### config.mk
export PLATFORM = sky130hd
export DESIGN_NAME = wb_uart_tx
export DESIGN_NICKNAME = d
export VERILOG_FILES = /design/src/rtl/wb_uart_tx.sv
export SDC_FILE = /design/constraint.sdc
export NUM_CORES = 1
export LEC_CHECK = 0
export ABC_CLOCK_PERIOD_IN_PS = 7000
export CORE_UTILIZATION = 55
export DETAILED_ROUTE_END_ITERATION = 8
export HOLD_SLACK_MARGIN = 0.05
export PLACE_DENSITY = 0.79
export SKIP_CTS_REPAIR_TIMING = 1
export SLEW_MARGIN = 20
export SYNTH_ARGS = -nofsm -noshare
export SYNTH_HDL_FRONTEND = slang
export SYNTH_SLANG_ARGS = --single-unit
### constraint.sdc
create_clock -name clock -period 7 [get_ports clock]
set_clock_uncertainty 0.05 [all_clocks]
set_input_delay 1.05 -clock clock [delete_from_list [all_inputs] [get_ports clock]]
set_output_delay 1.05 -clock clock [all_outputs]
set_load 0.01 [all_outputs]
### src/rtl/wb_uart_tx.sv
// Wishbone classic console transmitter: byte FIFO feeding an 8N1 serialiser.
// Optional macro WB_UART_TX_IRQ_EN adds irq_o and the IRQEN register at address 3.
module wb_uart_tx #(
  parameter int unsigned FIFO_AW   = 3,
  parameter int unsigned DIV_RESET = 434
) (
  input  logic        clock,
  input  logic        resetn,
  input  logic [3:0]  wb_adr_i,
  input  logic [31:0] wb_dat_i,
  input  logic [3:0]  wb_sel_i,
  input  logic        wb_we_i,
  input  logic        wb_cyc_i,
  input  logic        wb_stb_i,
  output logic [31:0] wb_dat_o,
  output logic        wb_ack_o,
`ifdef WB_UART_TX_IRQ_EN
  output logic        irq_o,
`endif
  output logic        tx_o
);

  localparam int unsigned DEPTH = 1 << FIFO_AW;

  typedef enum logic [1:0] {IDLE, START, DATA, STOP} state_t;
  state_t state, state_nxt;

  logic [7:0]       mem [DEPTH];
  logic [FIFO_AW:0] wptr, rptr, level;
  logic             full, empty, overflow;
  logic [15:0]      div, div_eff, cnt;
  logic [7:0]       shreg;
  logic [2:0]       bitcnt;
  logic             req, wr, push_req, push, pop, tick, tx_nxt;
  logic [31:0]      rdata;
  logic             unused_bits;

  assign unused_bits = ^{wb_adr_i[1:0], wb_dat_i[31:16], wb_sel_i[3:1]};

  assign req      = wb_cyc_i & wb_stb_i & ~wb_ack_o;
  assign wr       = req & wb_we_i & wb_sel_i[0];
  assign push_req = wr & (wb_adr_i[3:2] == 2'd0);

  // level never exceeds DEPTH, so its MSB alone marks full
  assign level = wptr - rptr;
  assign full  = level[FIFO_AW];
  assign empty = (level == '0);

  // pop uses the pre-edge empty flag, so a push into an empty FIFO is not popped that cycle
  assign pop  = (state == IDLE) & ~empty;
  assign push = push_req & (~full | pop);

  assign div_eff = (div < 16'd2) ? 16'd2 : div;
  assign tick    = (cnt == '0);

  always_ff @(posedge clock) begin
    if (push) mem[wptr[FIFO_AW-1:0]] <= wb_dat_i[7:0];
  end

  always_ff @(posedge clock or negedge resetn) begin
    if (!resetn) begin
      wptr     <= '0;
      rptr     <= '0;
      overflow <= 1'b0;
      div      <= 16'(DIV_RESET);
    end else begin
      if (push) wptr <= wptr + (FIFO_AW+1)'(1);
      if (pop)  rptr <= rptr + (FIFO_AW+1)'(1);
      if (push_req && !push)
        overflow <= 1'b1;
      else if (wr && wb_adr_i[3:2] == 2'd1 && wb_dat_i[3])
        overflow <= 1'b0;
      if (wr && wb_adr_i[3:2] == 2'd2) div <= wb_dat_i[15:0];
    end
  end

`ifdef WB_UART_TX_IRQ_EN
  logic [1:0] irqen;

  always_ff @(posedge clock or negedge resetn) begin
    if (!resetn) begin
      irqen <= '0;
      irq_o <= 1'b0;
    end else begin
      if (wr && wb_adr_i[3:2] == 2'd3) irqen <= wb_dat_i[1:0];
      irq_o <= (empty & irqen[0]) | (overflow & irqen[1]);
    end
  end
`endif

  always_comb begin
    rdata = '0;
    case (wb_adr_i[3:2])
      2'd1: begin
        rdata[0]               = full;
        rdata[1]               = empty;
        rdata[2]               = (state != IDLE);
        rdata[3]               = overflow;
        rdata[8 +: FIFO_AW+1]  = level;
      end
      2'd2: rdata[15:0] = div;
`ifdef WB_UART_TX_IRQ_EN
      2'd3: rdata[1:0] = irqen;
`endif
      default: ;
    endcase
  end

  always_ff @(posedge clock or negedge resetn) begin
    if (!resetn) begin
      wb_ack_o <= 1'b0;
      wb_dat_o <= '0;
    end else begin
      wb_ack_o <= req;
      wb_dat_o <= (req && !wb_we_i) ? rdata : '0;
    end
  end

  always_ff @(posedge clock or negedge resetn) begin
    if (!resetn) state <= IDLE;
    else         state <= state_nxt;
  end

  always_comb begin
    state_nxt = state;
    tx_nxt    = 1'b1;
    case (state)
      IDLE:  if (!empty) state_nxt = START;
      START: begin
        tx_nxt = 1'b0;
        if (tick) state_nxt = DATA;
      end
      DATA: begin
        tx_nxt = shreg[0];
        if (tick && bitcnt == 3'd7) state_nxt = STOP;
      end
      STOP:  if (tick) state_nxt = IDLE;
      default: state_nxt = IDLE;
    endcase
  end

  // cnt reloads from the live divisor only at bit boundaries, so DIV writes never cut a bit short
  always_ff @(posedge clock or negedge resetn) begin
    if (!resetn) begin
      cnt    <= '0;
      shreg  <= '0;
      bitcnt <= '0;
      tx_o   <= 1'b1;
    end else begin
      tx_o <= tx_nxt;
      if (pop) begin
        shreg  <= mem[rptr[FIFO_AW-1:0]];
        cnt    <= div_eff - 16'd1;
        bitcnt <= '0;
      end else if (state != IDLE) begin
        if (tick) begin
          cnt <= div_eff - 16'd1;
          if (state == DATA) begin
            shreg  <= shreg >> 1;
            bitcnt <= bitcnt + 3'd1;
          end
        end else begin
          cnt <= cnt - 16'd1;
        end
      end
    end
  end

endmodule

==> impl_metrics.py, run 1 <==
metrics = {
    "timing": {
        "fin_crit_ps": 3930,
        "worstMarginPinSlew_ps": 968,
        "setup_violations": 0,
        "finalMaxSlewViolations": 0,
        "finalSetupTns_ps": 0,
        "slew_headroom": 0.354,
        "fin_crit_sh": 0.562,
        "finalHoldViolCount": 0,
        "rsz0062_at_grt": "no",
        "setup_ws_ps": 3070,
        "fmax_mhz": 254,
    },
    "synth": {
        "synth_top_area_share": 0.300,
        "yosysWarnings": 0,
        "yosys.cell_types.count": 56,
        "syn_area_um2": 6400,
        "yosysSeqAreaShare": 0.583,
        "synthArstFlopShare": 0.529,
        "synth_area_leader_cell": "edfxtp_1",
        "synth-edff-count": 64,
        "synth.avg_cell_area_um2": 12.2,
        "ys_ff_latch": 136,
        "ys.flop_type": "dfrtp_1",
        "synthCells": 526,
        "synthTopCellsByArea": "edfxtp_1 (30%), dfrtp_1 (26%), mux4_2 (5.6%)",
    },
    "detailed_routing": {
        "dr_total_vias": 4387,
        "drt-vias-per-instance": 6.03,
        "routed_wl_um": 13800,
        "drt-initial-drc-count": 266,
        "drc_errors": 0,
        "dr.pass1.iters": 5,
        "wl_per_cell_um": 19.0,
        "ant_nets": 0,
    },
    "grt": {
        "antenna_found_initial": 0,
        "grt_pass1_vias": 4328,
        "grt_use_total": 0.253,
        "grt_pass1_wl_um": 22100,
        "grt_start_max_net_pins": 73,
        "grt-ovfl-total": 0,
    },
    "clocking": {
        "numCtsBuffers": 17,
        "clkLatencyLatePin_ps": 420,
        "htreeDepth": 4,
        "cts.clk_slew.worst_paths_ps": 60,
        "clk_path_buf_depth": 2,
        "root_buffer": "clkbuf_16",
        "cts_tree": "yes",
        "clock_sinks": 136,
    },
    "finish": {
        "final_layout_size_suffix_gt1_frac": 0.144,
        "nets": 635,
        "diodes": 0,
        "regArea_um2": 3730,
        "syn_to_final_growth_pct": 16.4,
        "final_common_cell": "dfrtp_1",
        "fin_cells": 727,
        "multi_input_comb_area_um2": 2450,
        "nFillCells": 839,
        "mostFrequentLayoutCells": "dfrtp_1 (66), edfxtp_1 (64), nand2_1 (59)",
    },
    "die": {
        "start_util": 0.563,
        "die-height_um": 110,
        "core-area_um2": 11400,
        "rows": 39,
        "dieArea_um2": 12100,
        "die_x_um": 110,
        "io_pins": 79,
    },
    "setup_path": {
        "endpoint_kind": "flop",
        "required_ps": 7280,
        "worstReg2RegEnd": "cnt[14]",
        "path_class": "flop to flop",
        "r2r_slack_ps": 3070,
        "crit_arrival_ps": 4210,
        "reg2reg_depth": 11,
        "cp_max_fo": 7,
        "worstReg2RegStart": "div[6]",
        "crit_path_start_kind": "flop",
    },
    "placement": {
        "io_buffers": 41,
        "place_inst": 695,
        "place.gp.congestion": 0.873,
        "post-dp-hpwl_um": 9300,
        "preCtsSetupSlack_ps": 3120,
    },
    "flow_run": {
        "max_cap_violations": 0,
    },
    "power_and_ir_drop": {
        "p_total_mw": 2.87,
        "p_per_area_nw_per_um2": 386,
        "peakVddDrop_uv": 294,
        "p_leak_nw": 3.00,
    },
    "min_path": {
        "hold_end": "wb_ack_o",
        "min_path_type": "flop to flop",
        "hold_start": "wb_ack_o",
        "min_path_cells": 1,
    },
    "outcome": {
        "outcome": "completed",
    },
}
-- cells in the mapped netlist, types with 6 or more instances --
cell      number
or3_1          7
dfstp_2        6
nor2_1        30
xnor2_1       13
edfxtp_1      64
nor3_1        20
mux4_2        16
ha_1          18
o21ai_0       17
and3_1        20
dfrtp_1       66
nand2_1       59
nor4_1         7
clkbuf_1      18
buf_4         16
nand3_1        9
a31oi_1        9
a21oi_1       20
a22oi_1        7
mux2_2        18
inv_1         20
-- stage by stage --
step | hold slack, ps | instance area (um^2) | utilization
6_report | 429 | 7450 | 0.655
5_1_grt | 449 | 7450 | 0.655
4_1_cts | 428 | 7450 | 0.655
3_5_place_dp | 419 | 6910 | 0.608
3_3_place_gp | 402 | 6900 | 0.607
2_1_floorplan | 413 | 6450 | -
-- cell type report --
class,count,share of cell area
well taps,143,0.0240
clock buffers,22,0.0623
clock inverters,10,0.00991
inverters,21,0.0106
multi-input cells,346,0.330
repair buffers,49,0.0625
flip-flops and latches,136,0.501
-- metal layers --
layer	track usage	share of wire	wire [um]
met5	0	0	0
met2	0.413	0.50	6960
met3	0.0747	0.061	848
met1	0.323	0.42	5830
met4	0.0886	0.015	206
-- registers in the layout, summed over array words and instances (netlist names), 2 cells and up --
name	flops
bitcnt	3
rptr	4
div	16
state	2
cnt	16
shreg	8
mem	64
wb_dat_o	16
wptr	4
-- how the worst max path moves through the flow --
stage	slack, ps	depth (start not counted)	to	start
final	3070	11	cnt[14]	div[6]
after global routing	2900	11	cnt[14]	div[6]
after CTS	3100	11	cnt[14]	div[6]
after detailed placement	3120	11	cnt[14]	div[6]
after global placement	3230	11	cnt[14]	div[6]
after floorplan	3420	12	cnt[14]	div[6]
-- power breakdown --
part | leakage (nW) | switching [mW] | internal [mW]
Sequential | 1.48 | 0.156 | 0.968
Clock | 0.262 | 0.332 | 0.472
Combinational | 1.26 | 0.521 | 0.424
Total | 3.00 | 1.01 | 1.86
-- cells by family after synthesis --
| group | after synthesis | synth area share |
|---|---|---|
| flops | 136 | 0.583 |
| other cells | 1 | 0.000586 |
| fa+ha+maj | 19 | 0.0383 |
| xor+xnor | 18 | 0.0246 |
| mux | 37 | 0.0927 |
| compound gates | 79 | 0.0813 |
| buf+inv | 59 | 0.0444 |
| simple gates | 177 | 0.135 |
-- critical path, stage by stage (launching register included) --
cell      delay [ps]
dfrtp_1          440
or4_1            680
or4_1            510
nor2_1           210
nand2b_1         170
ha_1             190
nand2b_1         130
or3_1            360
or3_1            350
or3_1            330
xor2_1           170
a221oi_2         260
(Power assumes the default switching activity.)
==> inputs of run 2 (changes only) <==
ABC_CLOCK_PERIOD_IN_PS = 3800   (was 7000)
clock period = 3.8 ns   (was 7 ns; I/O delays follow)
==> run 2 against run 1 <==
- non-clock buffer count up 14
- clock power up 110%
- maximum frequency up 8.4%
- register-to-register slack worse by 2900 ps
- global-route usage up 0.19 points
- power up 94%
- sequential cell count unchanged
- via count up 3.2%
- clock-buffer cell count down 5
- worst hold slack worse by 110 ps
- final cell count up 1.9%
- critical path type unchanged
==> impl_metrics.py, run 2 (synthesized netlist as in run 1, its figures left out) <==
metrics = {
    "outcome": {
        "outcome": "completed",
    },
    "placement": {
        "place.gp.congestion": 0.881,
        "placed_area_um2": 6990,
        "io_buffers": 41,
        "post-dp-hpwl_um": 9370,
    },
    "power_and_ir_drop": {
        "switchingPower_mw": 1.92,
        "p_seq_frac": 0.366,
        "peakVddDrop_uv": 424,
        "p_per_area_nw_per_um2": 733,
        "p_leak_nw": 3.08,
        "p_int_mw": 3.66,
        "p_comb_frac": 0.336,
        "p_total_mw": 5.58,
        "p_clk_frac": 0.298,
        "switching_share": 0.345,
    },
    "clocking": {
        "clkLatencyLatePin_ps": 420,
        "numCtsBuffers": 17,
        "clk_path_buf_depth": 2,
        "root_buffer": "clkbuf_16",
        "htreeDepth": 4,
        "clock_sinks": 136,
        "cts_tree": "yes",
        "cts.clk_slew.worst_paths_ps": 60,
    },
    "detailed_routing": {
        "ant_nets": 0,
        "routed_wl_um": 14200,
        "dr.pass1.iters": 5,
        "wl_per_cell_um": 19.2,
        "drc_errors": 0,
        "drt-vias-per-instance": 6.11,
        "drt-initial-drc-count": 411,
        "dr_total_vias": 4529,
    },
    "flow_run": {
        "max_cap_violations": 0,
    },
    "die": {
        "io_pins": 79,
        "core-area_um2": 11400,
        "die_x_um": 110,
        "rows": 39,
        "die-height_um": 110,
        "dieArea_um2": 12100,
        "start_util": 0.563,
    },
    "finish": {
        "syn_to_final_growth_pct": 18.9,
        "nets": 649,
        "diodes": 0,
        "final_common_cell": "dfrtp_1",
        "mostFrequentLayoutCells": "dfrtp_1 (65), edfxtp_1 (64), nand2_1 (59)",
        "design_area_um2": 7610,
        "largest_reg_flops": 64,
        "final_layout_size_suffix_gt1_frac": 0.167,
    },
    "timing": {
        "setup_violations": 0,
        "slew_headroom": 0.360,
        "fin_crit_ps": 3630,
        "worstMarginPinSlew_ps": 958,
        "fin_crit_sh": 0.955,
        "finalMaxSlewViolations": 0,
        "finalHoldViolCount": 0,
        "fmax_mhz": 276,
        "finalSetupTns_ps": 0,
    },
    "grt": {
        "antenna_found_initial": 0,
        "grt_pass1_vias": 4325,
        "grt-ovfl-total": 0,
        "grt_start_max_net_pins": 73,
        "grt_pass1_wl_um": 22400,
        "grt_use_total": 0.255,
    },
    "setup_path": {
        "path_class": "flop to flop",
        "endpoint_kind": "flop",
        "crit_arrival_ps": 3900,
        "crit_path_start_kind": "flop",
        "required_ps": 4080,
        "cp_max_fo": 4,
    },
    "min_path": {
        "min_path_type": "input pin to async pin",
    },
}
run 2: cell types whose count changed in the layout (fill, tap and decap cells not counted), moves of 2 or more:
| cell | previous run | this run |
|---|---|---|
| buf_4 | 8 | 22 |
| bufinv_16 | 0 | 3 |
| nor3_1 | 18 | 20 |
| clkinv_4 | 5 | 1 |
| nor3_2 | 2 | 0 |
| clkbuf_8 | 2 | 0 |
| clkbuf_1 | 3 | 0 |
| clkinvlp_4 | 1 | 5 |
| inv_6 | 1 | 3 |
run 2: per-layer routing:
metal  up-vias  part of all wire  wire length, um  global-route usage
li1       2021                 -                -                   -
met1      2272              0.42             5960               0.342
met2       208              0.50             7080               0.403
met3        28             0.064              902              0.0480
met4         0             0.018              262               0.120
met5         -                 0                0                   0
run 2: worst max-delay path, stage by stage, from the launching register on:
cell and delay, ps:
dfrtp_1 420, or4_1 560, or4_1 500, nor2_1 120
nand2b_1 140, ha_2 190, nand2b_1 110, or3_1 350
or3_1 350, or3_1 340, xor2_1 160, a221oi_2 250
run 2: per-stage QoR:
stage,utilization,hold slack (ps),instances,setup WS [ps]
2_1_floorplan,-,224,541,215
3_3_place_gp,0.615,401,707,251
3_5_place_dp,0.615,428,707,214
4_1_cts,0.668,348,739,200
5_1_grt,0.669,414,741,-24.1
6_report,0.669,318,741,171
run 2: layout make-up:
class                      instances  area, um^2
inverter                          21        78.8
clock buffer                      17         425
timing repair buffer              63         571
fill                             790        3760
sequential                       136        3730
clock inverter                    15         175
tap                              143         179
multi-input combinational        346        2450
run 2: final timing paths:
path | start | cells after the start | end | slack, ps
worst max-delay path | div[6] | 11 | cnt[14] | 170
worst min-delay path | resetn | 2 | wb_dat_o[3] | 320
worst max register to register | div[6] | 11 | cnt[14] | 170
worst min register to register | wb_ack_o | 1 | wb_ack_o | 430
max in group asynchronous | resetn | 2 | div[10] | 2750
min in group clock | wb_ack_o | 1 | wb_ack_o | 430
run 2: power groups by stage:
stage	sequential (mW)	clock (mW)	combinational (mW)
after global routing	2.07	1.74	2.05
final	2.04	1.66	1.88
after global placement	2.04	0	1.74
after CTS	2.03	1.68	1.85
after detailed placement	2.05	0	1.80
after floorplan	1.97	0	1.37
==> inputs of run 3 (changes only) <==
TNS_END_PERCENT = 1   (was default)
==> results of run 3 <==
No change in the layout: final DEF, timing and power equal those of run 2.
